$ cat src/rtl/bs_4_demux18_seq.sv
// -----------------------------------------------------------------------------
// bs_4_demux18_seq
// Sequential 1-to-8 demultiplexer that assembles an 8-lane frame.
// Each accepted write stores din into one lane register. The lane comes from
// the internal pointer (auto_mode=1) or from sel (auto_mode=0). When all eight
// lanes hold fresh data the block goes FULL: it stops accepting writes and
// pulses frame_done for one cycle. It stays FULL until the consumer returns
// frame_ack.
//
// Ports:
//   clk        - clock, rising edge active
//   rst        - synchronous active-high reset
//   in_valid   - write request
//   in_ready   - block accepts a write this cycle (FILL state)
//   din        - data word to distribute (W bits)
//   sel        - destination lane in direct mode
//   auto_mode  - 1: lane = ptr, 0: lane = sel
//   frame_ack  - consumer took the frame; clears lane_valid and ptr
//   Y0..Y7     - registered lane data
//   lane_valid - per-lane "written since last clear" flags
//   frame_done - one-cycle pulse on the first FULL cycle
//   ptr        - auto-mode write pointer
// -----------------------------------------------------------------------------
module bs_4_demux18_seq #(
    parameter int W = 4
) (
    input  logic         clk,
    input  logic         rst,
    input  logic         in_valid,
    output logic         in_ready,
    input  logic [W-1:0] din,
    input  logic [2:0]   sel,
    input  logic         auto_mode,
    input  logic         frame_ack,
    output logic [W-1:0] Y0,
    output logic [W-1:0] Y1,
    output logic [W-1:0] Y2,
    output logic [W-1:0] Y3,
    output logic [W-1:0] Y4,
    output logic [W-1:0] Y5,
    output logic [W-1:0] Y6,
    output logic [W-1:0] Y7,
    output logic [7:0]   lane_valid,
    output logic         frame_done,
    output logic [2:0]   ptr
);

    typedef enum logic {
        FILL = 1'b0,
        FULL = 1'b1
    } state_t;

    state_t       state_q;
    logic [W-1:0] y_q [8];
    logic [7:0]   valid_q;
    logic [2:0]   ptr_q;
    logic         done_q;

    logic         xfer_s;
    logic [2:0]   base_ptr_s;
    logic [7:0]   base_valid_s;
    logic [2:0]   lane_s;
    logic [2:0]   ptr_d;
    logic [7:0]   valid_d;

    // Next-state for pointer and valid flags. frame_ack takes effect first, so
    // a write in the ack cycle lands on top of an already-cleared frame.
    always_comb begin
        xfer_s       = in_valid && (state_q == FILL);
        base_ptr_s   = frame_ack ? 3'd0 : ptr_q;
        base_valid_s = frame_ack ? 8'h00 : valid_q;
        lane_s       = auto_mode ? base_ptr_s : sel;
        valid_d      = base_valid_s;
        ptr_d        = base_ptr_s;
        if (xfer_s) begin
            valid_d = base_valid_s | (8'h01 << lane_s);
            if (auto_mode) begin
                ptr_d = base_ptr_s + 3'd1;
            end else begin
                ptr_d = base_ptr_s;
            end
        end else begin
            valid_d = base_valid_s;
            ptr_d   = base_ptr_s;
        end
    end

    // FSM, lane data, flags and pointer registers.
    always_ff @(posedge clk) begin
        if (rst) begin
            state_q <= FILL;
            for (int i = 0; i < 8; i++) begin
                y_q[i] <= '0;
            end
            valid_q <= 8'h00;
            ptr_q   <= 3'd0;
            done_q  <= 1'b0;
        end else begin
            valid_q <= valid_d;
            ptr_q   <= ptr_d;
            done_q  <= 1'b0;
            if (xfer_s) begin
                y_q[lane_s] <= din;
            end
            case (state_q)
                FILL: begin
                    if (xfer_s && (valid_d == 8'hFF)) begin
                        state_q <= FULL;
                        done_q  <= 1'b1;
                    end else begin
                        state_q <= FILL;
                    end
                end
                FULL: begin
                    if (frame_ack) begin
                        state_q <= FILL;
                    end else begin
                        state_q <= FULL;
                    end
                end
                default: state_q <= FILL;
            endcase
        end
    end

    assign in_ready   = (state_q == FILL);
    assign lane_valid = valid_q;
    assign frame_done = done_q;
    assign ptr        = ptr_q;
    assign Y0 = y_q[0];
    assign Y1 = y_q[1];
    assign Y2 = y_q[2];
    assign Y3 = y_q[3];
    assign Y4 = y_q[4];
    assign Y5 = y_q[5];
    assign Y6 = y_q[6];
    assign Y7 = y_q[7];

endmodule

$ cat config.mk
export PLATFORM = sky130hd
export DESIGN_NAME = bs_4_demux18_seq
export DESIGN_NICKNAME = d
export VERILOG_FILES = /design/src/rtl/bs_4_demux18_seq.sv
export SDC_FILE = /design/constraint.sdc
export NUM_CORES = 1
export LEC_CHECK = 0
export CAP_MARGIN = 10
export CORE_MARGIN = 2
export CORE_UTILIZATION = 47
export CTS_CLUSTER_DIAMETER = 200
export DETAILED_ROUTE_END_ITERATION = 16
export PLACE_DENSITY_LB_ADDON = 0.2
export SYNTH_ARGS = -nofsm -noshare
export SYNTH_HDL_FRONTEND = slang
export SYNTH_SLANG_ARGS = --single-unit
$ cat constraint.sdc
create_clock -name clk -period 1.9 [get_ports clk]
set_input_delay 0.38 -clock clk [delete_from_list [all_inputs] [get_ports clk]]
set_output_delay 0.38 -clock clk [all_outputs]
set_load 0.02 [all_outputs]
### After elaboration in Yosys (flattened, before gate mapping)

Memories as Yosys holds them, arrays and structs flattened.
Index checks and enable logic that the tools add are counted.

* flip-flop bits (word level): 13
* latch bits: 0
* bits in writable memories: 32
* ROM bits: 0
* input port bits: 12
* output and inout port bits: 45
* word-level logic and storage cells: 31
* memories: 1

Memory list
* y_q: depth 8, width 4, read ports 8, clocked after memory_dff 0, write ports 8, line 54 `logic [W-1:0] y_q [8];`

* $add $sub $neg: 1
* multiply operators: 0
* divide/modulo/power cells: 0
* magnitude comparators: 0
* equality and inequality tests: 1
* shifts and indexed selects: 1
* multiplexer cells: 17
* bitwise gates (word level): 2
* reduce and logical (&&, ||, !) cells: 4

Operator list (number)
* 8-bit 2-to-1 mux: 2
* 3-bit 2-to-1 mux: 5
* 8-bit == test, second input constant: 1
* 1-bit 2-to-1 mux: 8
* 8-bit OR: 1
* 1-bit by 3-bit left shift with 8-bit output, first input constant: 1
* 4-bit 2-to-1 mux: 1
* 4-bit OR reduction: 1
* 3-bit by 1-bit adder with 3-bit output, second input constant: 1
* 1-bit logical AND: 2
* 1-bit one-hot mux with 2 select lines: 1
* 2-bit OR reduction: 1
* 1-bit NOT: 1

### Logic depth before layout (Yosys ltp)

Gate-level depths: netlist (run 1).

* depth in word-level cells: 9
* mapped depth: 7
* mapped depth without buffers: 5

### Worst setup path before layout (run 1)

OpenSTA, ideal clock, no wires.

* path type: register to register
* from: reg ptr_q[1], in the netlist ptr[1]
* to: reg state_q
* library setup time: 84 ps
* arrival time: 1718 ps
* data required time: 1816 ps
* slack: 98 ps
* stages on the path, launching flop included: 7
* buffers on the path: 1
* period minus slack after synthesis: 1802 ps
* cell sequence: dfxtp_1 -> buf_2 -> nor3b_1 -> a22o_2 -> a31oi_1 -> or3_1 -> o31ai_2

* word-level cells in the longest chain between the ends: 9

RTL lines
* start, declared: line 56 `logic [2:0] ptr_q;`
* start signal, assigned: line 100 `ptr_q <= ptr_d;`
* 3-bit 2-to-1 mux: line 70 `base_ptr_s = frame_ack ? 3'd0 : ptr_q;`
* 3-bit 2-to-1 mux: line 72 `lane_s = auto_mode ? base_ptr_s : sel;`
* 1-bit by 3-bit left shift with 8-bit output: line 76 `valid_d = base_valid_s | (8'h01 << lane_s);`
* 8-bit OR: line 76
* 8-bit 2-to-1 mux: line 75 `if (xfer_s) begin`
* 8-bit == test: line 107 `if (xfer_s && (valid_d == 8'hFF)) begin`
* 1-bit logical AND: line 107
* 1-bit 2-to-1 mux: line 107
* 1-bit one-hot mux with 2 select lines: line 105 `case (state_q)`
* end signal, assigned: line 108 `state_q <= FULL;`
* end signal, assigned: line 111 `state_q <= FILL;`
* end signal, assigned: line 116 `state_q <= FILL;`
* end, declared: line 53 `state_t state_q;`

Every way passes these cells.
A chain may end at the register's enable or synchronous reset.

### Worst setup path in the final report (run 1)

* from: reg ptr_q[0], in the netlist ptr[0]
* to: out ptr[0]

RTL lines
* end, declared: line 45 `output logic [2:0] ptr`

No word-level cell between the ends.

==> parameters.txt, run 1 <==
Parameter                              Value

Status
  Status    finished clean

Place
  # placed instances    308
  Final RePlAce weighted congestion    0.819
  DP Wirelength    4.09 mm
  IO Port Bufs    56
  Pre-CTS worst setup slack    -0.448 ns

Worst setup path
  Startpoint class of the critical path    flop
  Critical-path maximum fanout    5
  Required time at the endpoint of the critical path    1.52 ns
  Crit Path Category    reg -> out
  Signal arrival time at the worst endpoint    1.48 ns
  Type of destination of the critical path    output port

STA
  Number of max-slew violations in the final report    0
  Worst hold slack across all endpoints    0.506 ns
  Slew at the pin with the worst max-slew slack    0.362 ns
  RSZ-0062 raised after global routing    false
  Worst slew margin relative to its limit    75.5%
  Final number of hold-violating endpoints    0
  Clock tree skew after final layout    0.00659 ns
  Highest clock rate    538 MHz
  Post-layout minimum cycle time    1.86 ns
  Final number of setup-violating endpoints    0
  Final worst-path setup slack    0.0404 ns
  Final critical-path share of the clock period    97.9%

Floorplan
  I/O pin total    57
  Core box area    4090 um^2
  Vert. Die Dim    69.9 um
  Number of placement rows    23
  Die outline area    4890 um^2
  Initial Util    50.0%
  Die Wd    69.9 um

Layout
  Layout Cells excl Fill    317
  Area growth from synthesis to layout    48.8%
  Fillers    297
  Final core utilization    74.3%
  Final antenna diode count    0
  Proportion of layout cells with a drive suffix above 1    22.5%
  Layout net count    278

Drt
  Final Routed Wirelength    5.31 mm
  Routed len/inst    16.7 um
  DRC marker count from the first detailed-route iteration    132
  Vias per cell    5.40
  Pre-antenna DRT Iters    4
  Via count    1,711
  Number of routed nets with antenna violations    0
  Number of DRC violations after detailed routing    0

Yosys
  Synthesized-area fraction occupied by adder cells    0%
  Average cell area after synthesis    11.5 um^2
  Share of synthesized cell area in and, or, nand and nor gates    24.3%
  Synthesis Warnings    0
  Xor-xnor portion of the synthesized cell area    1.29%
  Dominant combinational cell family by area after synthesis    simple AND/OR/NAND/NOR gates
  Fraction of the mapped netlist area in compound gates    11.9%
  Proportion of synthesized chip area in sequential cells    59.8%
  Total standard cell area after synthesis    2040 um^2
  Number of synthesized register bits    45
  Net count after synthesis    189
  Synth Instances    177
  Proportion of synthesized area in mux cells    0%
  Unique cell type count in the Yosys netlist    40

GRT
  Maximum number of pins on one net before global-route repair    22
  Vias in the first global route    1,775
  Combined global-route utilization of all metal layers    23.1%
  Wire length of the first global-routing pass    8.72 mm
  Gr ovfl total    0
  Antenna violations before repair    0

Clocking
  Max Buffers Root-to-Sink    2
  Clock insertion delay at the later pin of the skew report    0.30 ns
  CTS tree    built
  Clk slew on worst S/H paths    0.08 ns
  Cts bufs inserted    5
  CTS H-tree lvls    2
  Hold buffers post-CTS    0
  Clock tree root driver cell    clkbuf_8
  Number of sinks driven by the clock tree    45

Pwr
  Worst IR drop on VDD    0.355 mV
  Total power divided by cell area    703 nW/um^2
  Total Power Consumption    2140 uW
  Standby leakage power    0.00116 uW

Min path
  HP Class    reg -> reg

Job
  Number of maximum-capacitance violations    0
## synth_stat cells (all sizes together)
master  count  area, um^2
and2       32         200
edfxtp     32         961
dfxtp      13         260
nor3       12        60.1
a21oi      11        58.8
nand2      11        41.3
nor2        9        33.8
clkbuf      5        20.0
nor2b       5        31.3
a21o        4        30.0
a22oi       4        30.0
buf         4        26.3
nand2b      4        25.0
nor3b       3        33.8
o21bai      3        22.5
xor2        3        26.3
a22o        2        18.8
inv         2        7.51
nor4b       2        17.5
or3         2        17.5
a31o        1        8.76
a31oi       1        6.26
a32o        1        10.0
a32oi       1        8.76
a41oi       1        8.76
and3b       1        12.5
nand3       1        5.00
nand4       1        6.26
nor4        1        6.26
o21a        1        15.0
o21ai       1        5.00
o311ai      1        8.76
o31ai       1        12.5
or2         1        6.26
## critical path, cell delays in order, from the launching register on
cell	delay [ns]
dfxtp_1	0.41
buf_4	0.17
clkdlybuf4s50_1	0.61
## layout by cell type (no fill, tap or decap), drive strengths merged, types with 2 or more instances in the layout
cell type	n
clkdlybuf4s50	53
buf	35
and2	32
edfxtp	32
dfxtp	13
nor3	12
nand2	11
a21oi	11
nor2	9
clkbuf	6
nor2b	5
a21o	4
nand2b	4
a22oi	4
o21bai	3
xor2	3
nor3b	3
inv	2
dlygate4sd2	2
a22o	2
nor4b	2
or3	2
## worst paths after layout
kind	startpoint	end	slack (ns)	depth (start not counted)
hold / removal	lane_valid[0]	lane_valid[0]	0.51	1
hold reg to reg	lane_valid[0]	lane_valid[0]	0.51	1
setup reg to reg	ptr[1]	state_q	0.14	6
setup / recovery	ptr[0]	ptr[0]	0.04	2
## power by group
part	internal (uW)	switching, uW	total, uW
registers	1090	16.2	1100
clock network	388	307	695
logic	160	175	335
## routing by layer
layer  up-vias  share of wire (%)  GRT usage, %
met3         9                5.1          3.17
met1       828                 39          27.5
met2        64                 54          42.0
li1        810                  -             -
met5         -                  0             0
met4         0                1.6          8.97
## state kept, by name, summed over array words and instances (netlist names)
| register | cells |
|---|---|
| frame_done | 1 |
| lane_valid | 8 |
| y_q | 32 |
| ptr | 3 |
| state_q | 1 |
## metrics by stage
step | cell area, um^2 | setup TNS (ns)
final | 3040 | 0
after global routing | 3040 | 0
after CTS | 3010 | 0
after detailed placement | 2870 | -21.74
after global placement | 2870 | -16.97
after floorplan | 2040 | 0
## area by class of cell
type	count	area (um^2)	share of cell area, %
clock buffers	6	72.6	2.39
inverters	2	7.51	0.247
flip-flops and latches	45	1220	40.2
clock inverters	2	33.8	1.11
multi-input cells	121	817	26.9
repair buffers	91	823	27.1
well taps	50	62.6	2.06
## kinds of logic (layout without fill, tap and decap cells)
group,count (synthesis),after routing
compound gates,33,33
xor+xnor,3,3
buf+inv,11,101
flops,45,45
simple gates,85,85
## what timing repair did
item                                    in CTS  in global routing
gates resized for setup                      8                  6
endpoints found under the setup margin      43                 31
pin swaps                                    1                  1
buffers inserted                             1                  0
Note: power is estimated with default switching activity, not from simulation.
==> run 2, diff against run 1 <==
--- a/config.mk
+++ b/config.mk
@@ -5,10 +5,12 @@
 export SDC_FILE = /design/constraint.sdc
 export NUM_CORES = 1
 export LEC_CHECK = 0
+export ABC_AREA = 0
 export CAP_MARGIN = 10
 export CORE_MARGIN = 2
 export CORE_UTILIZATION = 47
 export CTS_CLUSTER_DIAMETER = 200
+export CTS_CLUSTER_SIZE = 25
 export DETAILED_ROUTE_END_ITERATION = 16
 export PLACE_DENSITY_LB_ADDON = 0.2
 export SYNTH_ARGS = -nofsm -noshare
==> results of run 2 <==
Same layout as run 1: the final DEF is identical, and so are final timing and power.
